`config.mk`:
```
export PLATFORM = sky130hd
export DESIGN_NAME = bram_arbiter
export DESIGN_NICKNAME = d
export VERILOG_FILES = /design/src/rtl/bram_arbiter.sv
export SDC_FILE = /design/constraint.sdc
export NUM_CORES = 1
export LEC_CHECK = 0
export BUFFER_PORTS_ARGS = -buffer_cell sky130_fd_sc_hd__buf_2
export CAP_MARGIN = 20
export CORE_AREA = 3 3 60 62
export CTS_BUF_LIST = sky130_fd_sc_hd__clkbuf_16
export DETAILED_ROUTE_END_ITERATION = 8
export DIE_AREA = 0 0 63 65
export GPL_ROUTABILITY_DRIVEN = 0
export HOLD_SLACK_MARGIN = 0.06
export PLACE_DENSITY = 0.88
export SLEW_MARGIN = 10
export SYNTH_ARGS = -nofsm -noshare
export SYNTH_HDL_FRONTEND = slang
export SYNTH_SLANG_ARGS = --single-unit
```
`constraint.sdc`:
```
create_clock -name clk -period 2.29 [get_ports clk]
set_input_delay 0.5725 -clock clk [delete_from_list [all_inputs] [get_ports clk]]
set_output_delay 0.5725 -clock clk [all_outputs]
set_load 0.01 [all_outputs]
```
`src/rtl/bram_arbiter.sv`:
```
// bram_arbiter: two-requester round-robin arbiter for one single-port BRAM, with locked read-modify-write sequences
// Ports:
//   clk, rst                    clock, asynchronous active-high reset
//   req/we/lock/addr/wdata 0,1  requester access requests (lock holds ownership after the access)
//   gnt0, gnt1                  combinational grant, one BRAM access each
//   rvalid0, rvalid1, rdata     registered read-valid per requester; rdata is the BRAM output
//   mem_addr/mem_data/mem_we    BRAM port driven by the granted requester, zero when idle
//   mem_q                       BRAM read data, one cycle after the address
module bram_arbiter #(
    parameter int DATA_WIDTH = 16,
    parameter int ADDR_WIDTH = 10,
    parameter int LOCK_MAX   = 4
) (
    input  logic                  clk,
    input  logic                  rst,
    input  logic                  req0,
    input  logic                  req1,
    input  logic                  we0,
    input  logic                  we1,
    input  logic                  lock0,
    input  logic                  lock1,
    input  logic [ADDR_WIDTH-1:0] addr0,
    input  logic [ADDR_WIDTH-1:0] addr1,
    input  logic [DATA_WIDTH-1:0] wdata0,
    input  logic [DATA_WIDTH-1:0] wdata1,
    output logic                  gnt0,
    output logic                  gnt1,
    output logic                  rvalid0,
    output logic                  rvalid1,
    output logic [DATA_WIDTH-1:0] rdata,
    output logic [ADDR_WIDTH-1:0] mem_addr,
    output logic [DATA_WIDTH-1:0] mem_data,
    output logic                  mem_we,
    input  logic [DATA_WIDTH-1:0] mem_q
);
    localparam int CW = $clog2(LOCK_MAX + 1);
    typedef enum logic [1:0] {ARB, LOCK0, LOCK1} state_t;
    state_t state, state_n;
    logic [CW-1:0] lock_cnt, lock_cnt_n;
    // prio: requester favoured on contention in ARB (0 or 1)
    logic prio, prio_n;
    logic held;
    assign held     = (state == LOCK0 && lock0) || (state == LOCK1 && lock1);
    assign mem_we   = (gnt0 && we0) || (gnt1 && we1);
    assign mem_addr = gnt0 ? addr0 : gnt1 ? addr1 : '0;
    assign mem_data = gnt0 ? wdata0 : gnt1 ? wdata1 : '0;
    assign rdata    = mem_q;
    always_comb begin
        gnt0       = 1'b0;
        gnt1       = 1'b0;
        state_n    = state;
        lock_cnt_n = lock_cnt;
        prio_n     = prio;
        case (state)
            ARB: begin
                gnt0 = req0 && (!req1 || !prio);
                gnt1 = req1 && !gnt0;
            end
            LOCK0:   gnt0 = req0;
            LOCK1:   gnt1 = req1;
            default: state_n = ARB;
        endcase
        // the last-granted requester loses the next contention
        if (gnt0 || gnt1)
            prio_n = gnt0;
        if (state == ARB) begin
            if (LOCK_MAX > 1 && ((gnt0 && lock0) || (gnt1 && lock1))) begin
                state_n    = gnt0 ? LOCK0 : LOCK1;
                lock_cnt_n = CW'(1);
            end
        end else if (!held) begin
            state_n    = ARB;
            lock_cnt_n = '0;
        end else if (gnt0 || gnt1) begin
            lock_cnt_n = lock_cnt + CW'(1);
            if (lock_cnt_n == CW'(LOCK_MAX)) begin
                state_n    = ARB;
                lock_cnt_n = '0;
            end
        end
    end
    always_ff @(posedge clk or posedge rst) begin
        if (rst) begin
            state    <= ARB;
            lock_cnt <= '0;
            prio     <= 1'b0;
            rvalid0  <= 1'b0;
            rvalid1  <= 1'b0;
        end else begin
            state    <= state_n;
            lock_cnt <= lock_cnt_n;
            prio     <= prio_n;
            rvalid0  <= gnt0 && !we0;
            rvalid1  <= gnt1 && !we1;
        end
    end
endmodule

```
After elaboration in Yosys (flattened, before gate mapping)
Index checks and enable logic that the tools add are counted.
- reductions and logical operators: 23
- equal/unequal tests: 5
- multiplexer cells: 18
- $add $sub $neg: 1
- operator list (cell ; count):
    $mux 16 ; 2
    $mux 10 ; 2
    $mux 3 ; 5
    $mux 2 ; 7
    $logic_and 1x1->1 ; 10
    $logic_not 1->1 ; 5
    $logic_or 1x1->1 ; 5
    $pmux 1 s2 ; 2
    $add 3x1->3 const B ; 1
    $eq 3x3->1 const B ; 1
    $ne 3x1->1 const B ; 1
    $reduce_or 3->1 ; 1
    $eq 2x1->1 const B ; 1
    $eq 2x2->1 const B ; 1
    $logic_not 2->1 ; 1
    $ne 2x1->1 const B ; 1
    $reduce_and 2->1 ; 1
- bits of input ports: 76
- register bits after elaboration: 8
- word-level logic and storage cells: 52
- output and inout port bits: 47

Longest topological paths before layout
- depth in word-level cells: 10
- gate-level depth with buffers: 6
- gate-level depth less buffers: 5

Worst setup path after synthesis
No wires, ideal clock.
- path type: input port to output port
- start: input req1
- end: output mem_addr[5]
- data required time: 1.717 ns
- stages: 5
- data arrival time: 1.499 ns
- path slack: 0.219 ns
- path buffers: 2
- path through: and2b_2 > buf_2 > clkbuf_1 > nand2_1 > o21ai_0
- longest elaborated chain between the ends: 8
- elaborated cells between the ends (all ways): 9
- those cells by class: mux: 4; reduce/logical: 5
- ends and longest elaborated chain (item ; RTL line ; source):
    start, declared ; 17 ; input logic req1,
    $logic_not 1->1 ; 56 ; gnt0 = req0 && (!req1 || !prio);
    $logic_or 1x1->1 ; 56 ;
    $logic_and 1x1->1 ; 56 ;
    $logic_not 1->1 ; 57 ; gnt1 = req1 && !gnt0;
    $logic_and 1x1->1 ; 57 ;
    $pmux 1 s2 ; 54 ; case (state)
    $mux 10 ; 45 ; assign mem_addr = gnt0 ? addr0 : gnt1 ? addr1 : '0;
    $mux 10 (*) ; 45 ;
    end, declared ; 31 ; output logic [ADDR_WIDTH-1:0] mem_addr,
Every way passes the cells marked *; elsewhere a longest branch is shown, timed or not.

Worst setup path in the final report
- start: input req1
- end: output mem_addr[3]
The elaborated chain is that of the path after synthesis.

==> run summary <==
Most frequent cell on the critical path: sky130_fd_sc_hd__buf_2. Ranked by total cell area, the synthesized netlist is headed by sky130_fd_sc_hd__nand2_1 21%, sky130_fd_sc_hd__dfrtp_1 20%, sky130_fd_sc_hd__buf_4 15%, sky130_fd_sc_hd__o21ai_0 14%, sky130_fd_sc_hd__ha_1 2.6%. The routed design could run at a clock period as short as 2.17 ns. In this design, the stage delay of the slowest critical-path cell is 0.22 ns. The average wire per standard cell is 10.8 um. Tracing the worst setup path back leads to its startpoint at req1. Buffers inserted during clock tree synthesis total 3. The run gives 0.298 mW as the switching power summed over all nets.

The run finished with clean final reports. Synthesis-to-layout area growth: 49.9%. TritonCTS built the clock tree. Of all cell types, the one taking the most synthesized area is sky130_fd_sc_hd__nand2_1.

For the internal reg-to-reg setup slack, the log shows 0.71 ns. The fraction of final layout cells with drive strength greater than 1 works out to 0.467. Walking the worst path, the cells encountered are buf_2 -> and2b_2 -> a21oi_4 -> buf_12 -> nand2_1 -> o21ai_0 -> buf_2. The final-layout fill cell count came out at 313.

The aggregate global routing overflow was 0; the share of the synthesized area in the top cell type was 0.211. The number of global-route vias before repair came out at 1179. Setup slack on the critical path of the routed design comes to 0.121 ns. Of all nets on the critical path, the largest fanout is 33. In this run the horizontal extent of the chip is 63 um. Boundary pin count: 123.

In this run the static leakage power is 0.790 nW. Summing all flip-flop and latch instances after layout gives 201 um2. Using the TritonRoute via totals, the vias-per-cell ratio works out to 4.48. The power density relative to cell area is 597 mW/mm2, and the area used by multi-input combinational logic is 609 um2.

The final hold violation count is 0, and the share of synthesized registers carrying an async set or reset is 1.00. The full die area is 0.00410 mm2, and the total vias in the final route is 1205. Sum of negative setup slack: 0 ns. The first TritonRoute pass finished after 4 iterations. Setup violations remaining at the end of the flow were counted as 0.

The count of pins over their slew limit came out at 0. Synthesis instantiated 31 different standard cells from the library. The final worst hold slack is 0.282 ns. The kind of critical path was primary input to output port. The share of the clock period used by the worst path is 0.947, and the pre-CTS setup slack is 0.115 ns. The reg-to-reg startpoint is state[0]. The Yosys warning count was 0; the starting utilization of the core area was 0.318. The tools report the maximum root-to-sink buffer count as 2. The average instance in the mapped netlist occupies 6.45 um2. The destination of the worst register-to-register timing path is lock_cnt[2]. The max-cap violation count came out at 0. The maximum vdd drop is 450 uV.

Internal portion of total power: 0.578 mW. The CTS sink count is 8, and the count of port buffers added during placement is 90. The die outline height is 65 um, and the combined area of all synthesized cells is 980 um2. After floorplanning, the core was sized to cover 0.00308 mm2. The fraction of power consumed by sequential logic is 0.221, and the post-detailed-route DRC marker count is 0.

The number of H-tree branching levels is 1, and the headroom to the max-slew limit is 0.660. After detailed placement, the design holds a cell count of 266. Synthesized instance count: 152. The number of antenna diodes in the final layout is 0. Leaving out filler cells and counting taps, the final layout contains 269. Across the routed clock network, the largest skew measured is 0.000574 ns. The number of synthesized flops with an enable pin is 0. The slowest stage of the critical path is the sky130_fd_sc_hd__and2b_2 cell. The number of nets handed over by synthesis was 230. At the worst endpoint, the arrival time is 1.60 ns.

In this run, the number of DRC markers left after iteration 0 of detailed routing was 24. Timing would allow up to 461 MHz. The tree is rooted in a sky130_fd_sc_hd__clkbuf_16.

The count of antenna-violating nets left after detailed routing was 0. The clock transition time at the flip-flop clock pins of the worst setup and hold paths is 0.04 ns, and the global-route usage over all layers is 0.141. Setup repair after global routing left no endpoint under its margin. The sequential-to-total area share from yosys stat is 0.204. The worst setup path is captured at an output port. The initial antenna violation count came out at 0.

The most used flip-flop cell after synthesis is sky130_fd_sc_hd__dfrtp_1. The first global-routing pass estimated 4.83 mm of wire. The run gives 0.326 as the clock share of power. Counting cells, the worst reg-to-reg path comes to 4. The nature of the critical path startpoint was a primary input. The post-synthesis register bit count was 8. The run gives 0.23 ns as the clock latency reported for the late side of the worst-skew pair. The largest net degree at the start of global routing is 34, and the switching power as a share of total power is 0.340. Detailed placement ended at an HPWL of 2.39 mm.

The floorplan has 20 rows. The slew at the pin closest to its max-slew limit was 0.509 ns; the net total in the final layout was 305. For the worst setup path, the data required time is 1.72 ns. Total wirelength of the detailed-routed design: 2.91 mm. Overall power consumption after layout is estimated at 0.876 mW.

The worst hold path belongs to the class primary input to asynchronous set/reset pin. For the fraction of power consumed by combinational cells, the log shows 0.453.
## timing repair
action | in CTS | in global routing
endpoints found under the setup margin | 0 | 19
setup buffers | 0 | 0
hold buffers | 0 | 0
hold endpoints to repair | 0 | 0
resized for setup | 0 | 3
## state kept, by name (all words and copies together) (netlist names)
signal	cells
prio	1
rvalid0	1
state	2
rvalid1	1
lock_cnt	3
## layout make-up
class                           instances  area share
Inverter                                4      0.0102
Sequential cell                         8       0.137
Multi-Input combinational cell        115       0.415
Tap cell                               44      0.0375
Timing Repair Buffer                   95       0.349
Clock buffer                            3      0.0511
## stage by stage
step / utilization / cell area [um2]
finish: 0.477 / 1470
global route: 0.477 / 1470
CTS: 0.476 / 1470
detailed placement: 0.452 / 1390
global placement: 0.452 / 1390
floorplan: - / 980
## cell usage in the layout, fill, tap and decap left out, drive strengths merged, types with 3 or more instances in the layout
cell     n
buf     95
nand2   55
o21ai   27
dfrtp    8
inv      4
nand2b   4
nor2     3
clkbuf   3
## worst max-delay path by stage
| stage | depth (start not counted) | end | slack (ns) |
|---|---|---|---|
| finish | 7 | mem_addr[3] | 0.12 |
| floorplan | 5 | mem_addr[5] | 0.22 |
| global route | 6 | mem_data[5] | 0.003 |
| global placement | 7 | mem_data[3] | 0.15 |
| CTS | 6 | mem_addr[3] | 0.08 |
| detailed placement | 7 | mem_addr[3] | 0.11 |
## routing by layer
metal | track usage | wire [um] | up-vias
li1 | - | - | 636
met1 | 0.157 | 1200 | 512
met3 | 0.0208 | 229 | 4
met4 | 0.0496 | 32 | 0
met5 | 0 | 0 | -
met2 | 0.271 | 1460 | 53
## kinds of logic (layout without fill, tap and decap cells)
| family | count (synthesis) | in the layout | synth area share |
|---|---|---|---|
| and+or+nand+nor | 73 | 73 | 0.331 |
| AOI/OAI and AO/OA | 37 | 37 | 0.217 |
| buffers and inverters | 29 | 102 | 0.188 |
| DFF | 8 | 8 | 0.204 |
| adders and majority gates | 2 | 2 | 0.0255 |
| muxes | 2 | 2 | 0.0255 |
| xor gates and xnor gates | 1 | 1 | 0.00894 |
## cells in the mapped netlist, types with 2 or more instances
master and count:
sky130_fd_sc_hd__a21oi_1 2, sky130_fd_sc_hd__and2_1 2, sky130_fd_sc_hd__buf_2 3, sky130_fd_sc_hd__buf_4 19
sky130_fd_sc_hd__clkbuf_1 2, sky130_fd_sc_hd__dfrtp_1 8, sky130_fd_sc_hd__ha_1 2, sky130_fd_sc_hd__inv_1 4
sky130_fd_sc_hd__nand2_1 55, sky130_fd_sc_hd__nand2b_1 3, sky130_fd_sc_hd__nor2_1 3, sky130_fd_sc_hd__nor2b_1 2
sky130_fd_sc_hd__o21ai_0 27, sky130_fd_sc_hd__o32ai_1 2, sky130_fd_sc_hd__or4_1 2
## power groups by stage
stage / Clock (mW) / Sequential [mW] / Combinational (mW)
2_1_floorplan: 0 / 0.188 / 0.255
3_3_place_gp: 0 / 0.192 / 0.387
3_5_place_dp: 0 / 0.194 / 0.399
4_1_cts: 0.290 / 0.193 / 0.402
5_1_grt: 0.298 / 0.199 / 0.450
6_report: 0.285 / 0.194 / 0.397
## worst max-delay path: cells and delay by family
kind | cells | cell delay, ns
buffers and inverters | 3 | 0.43
AND/OR/NAND/NOR | 2 | 0.29
AO/OA/AOI/OAI | 2 | 0.28
(Power assumes the default switching activity.)
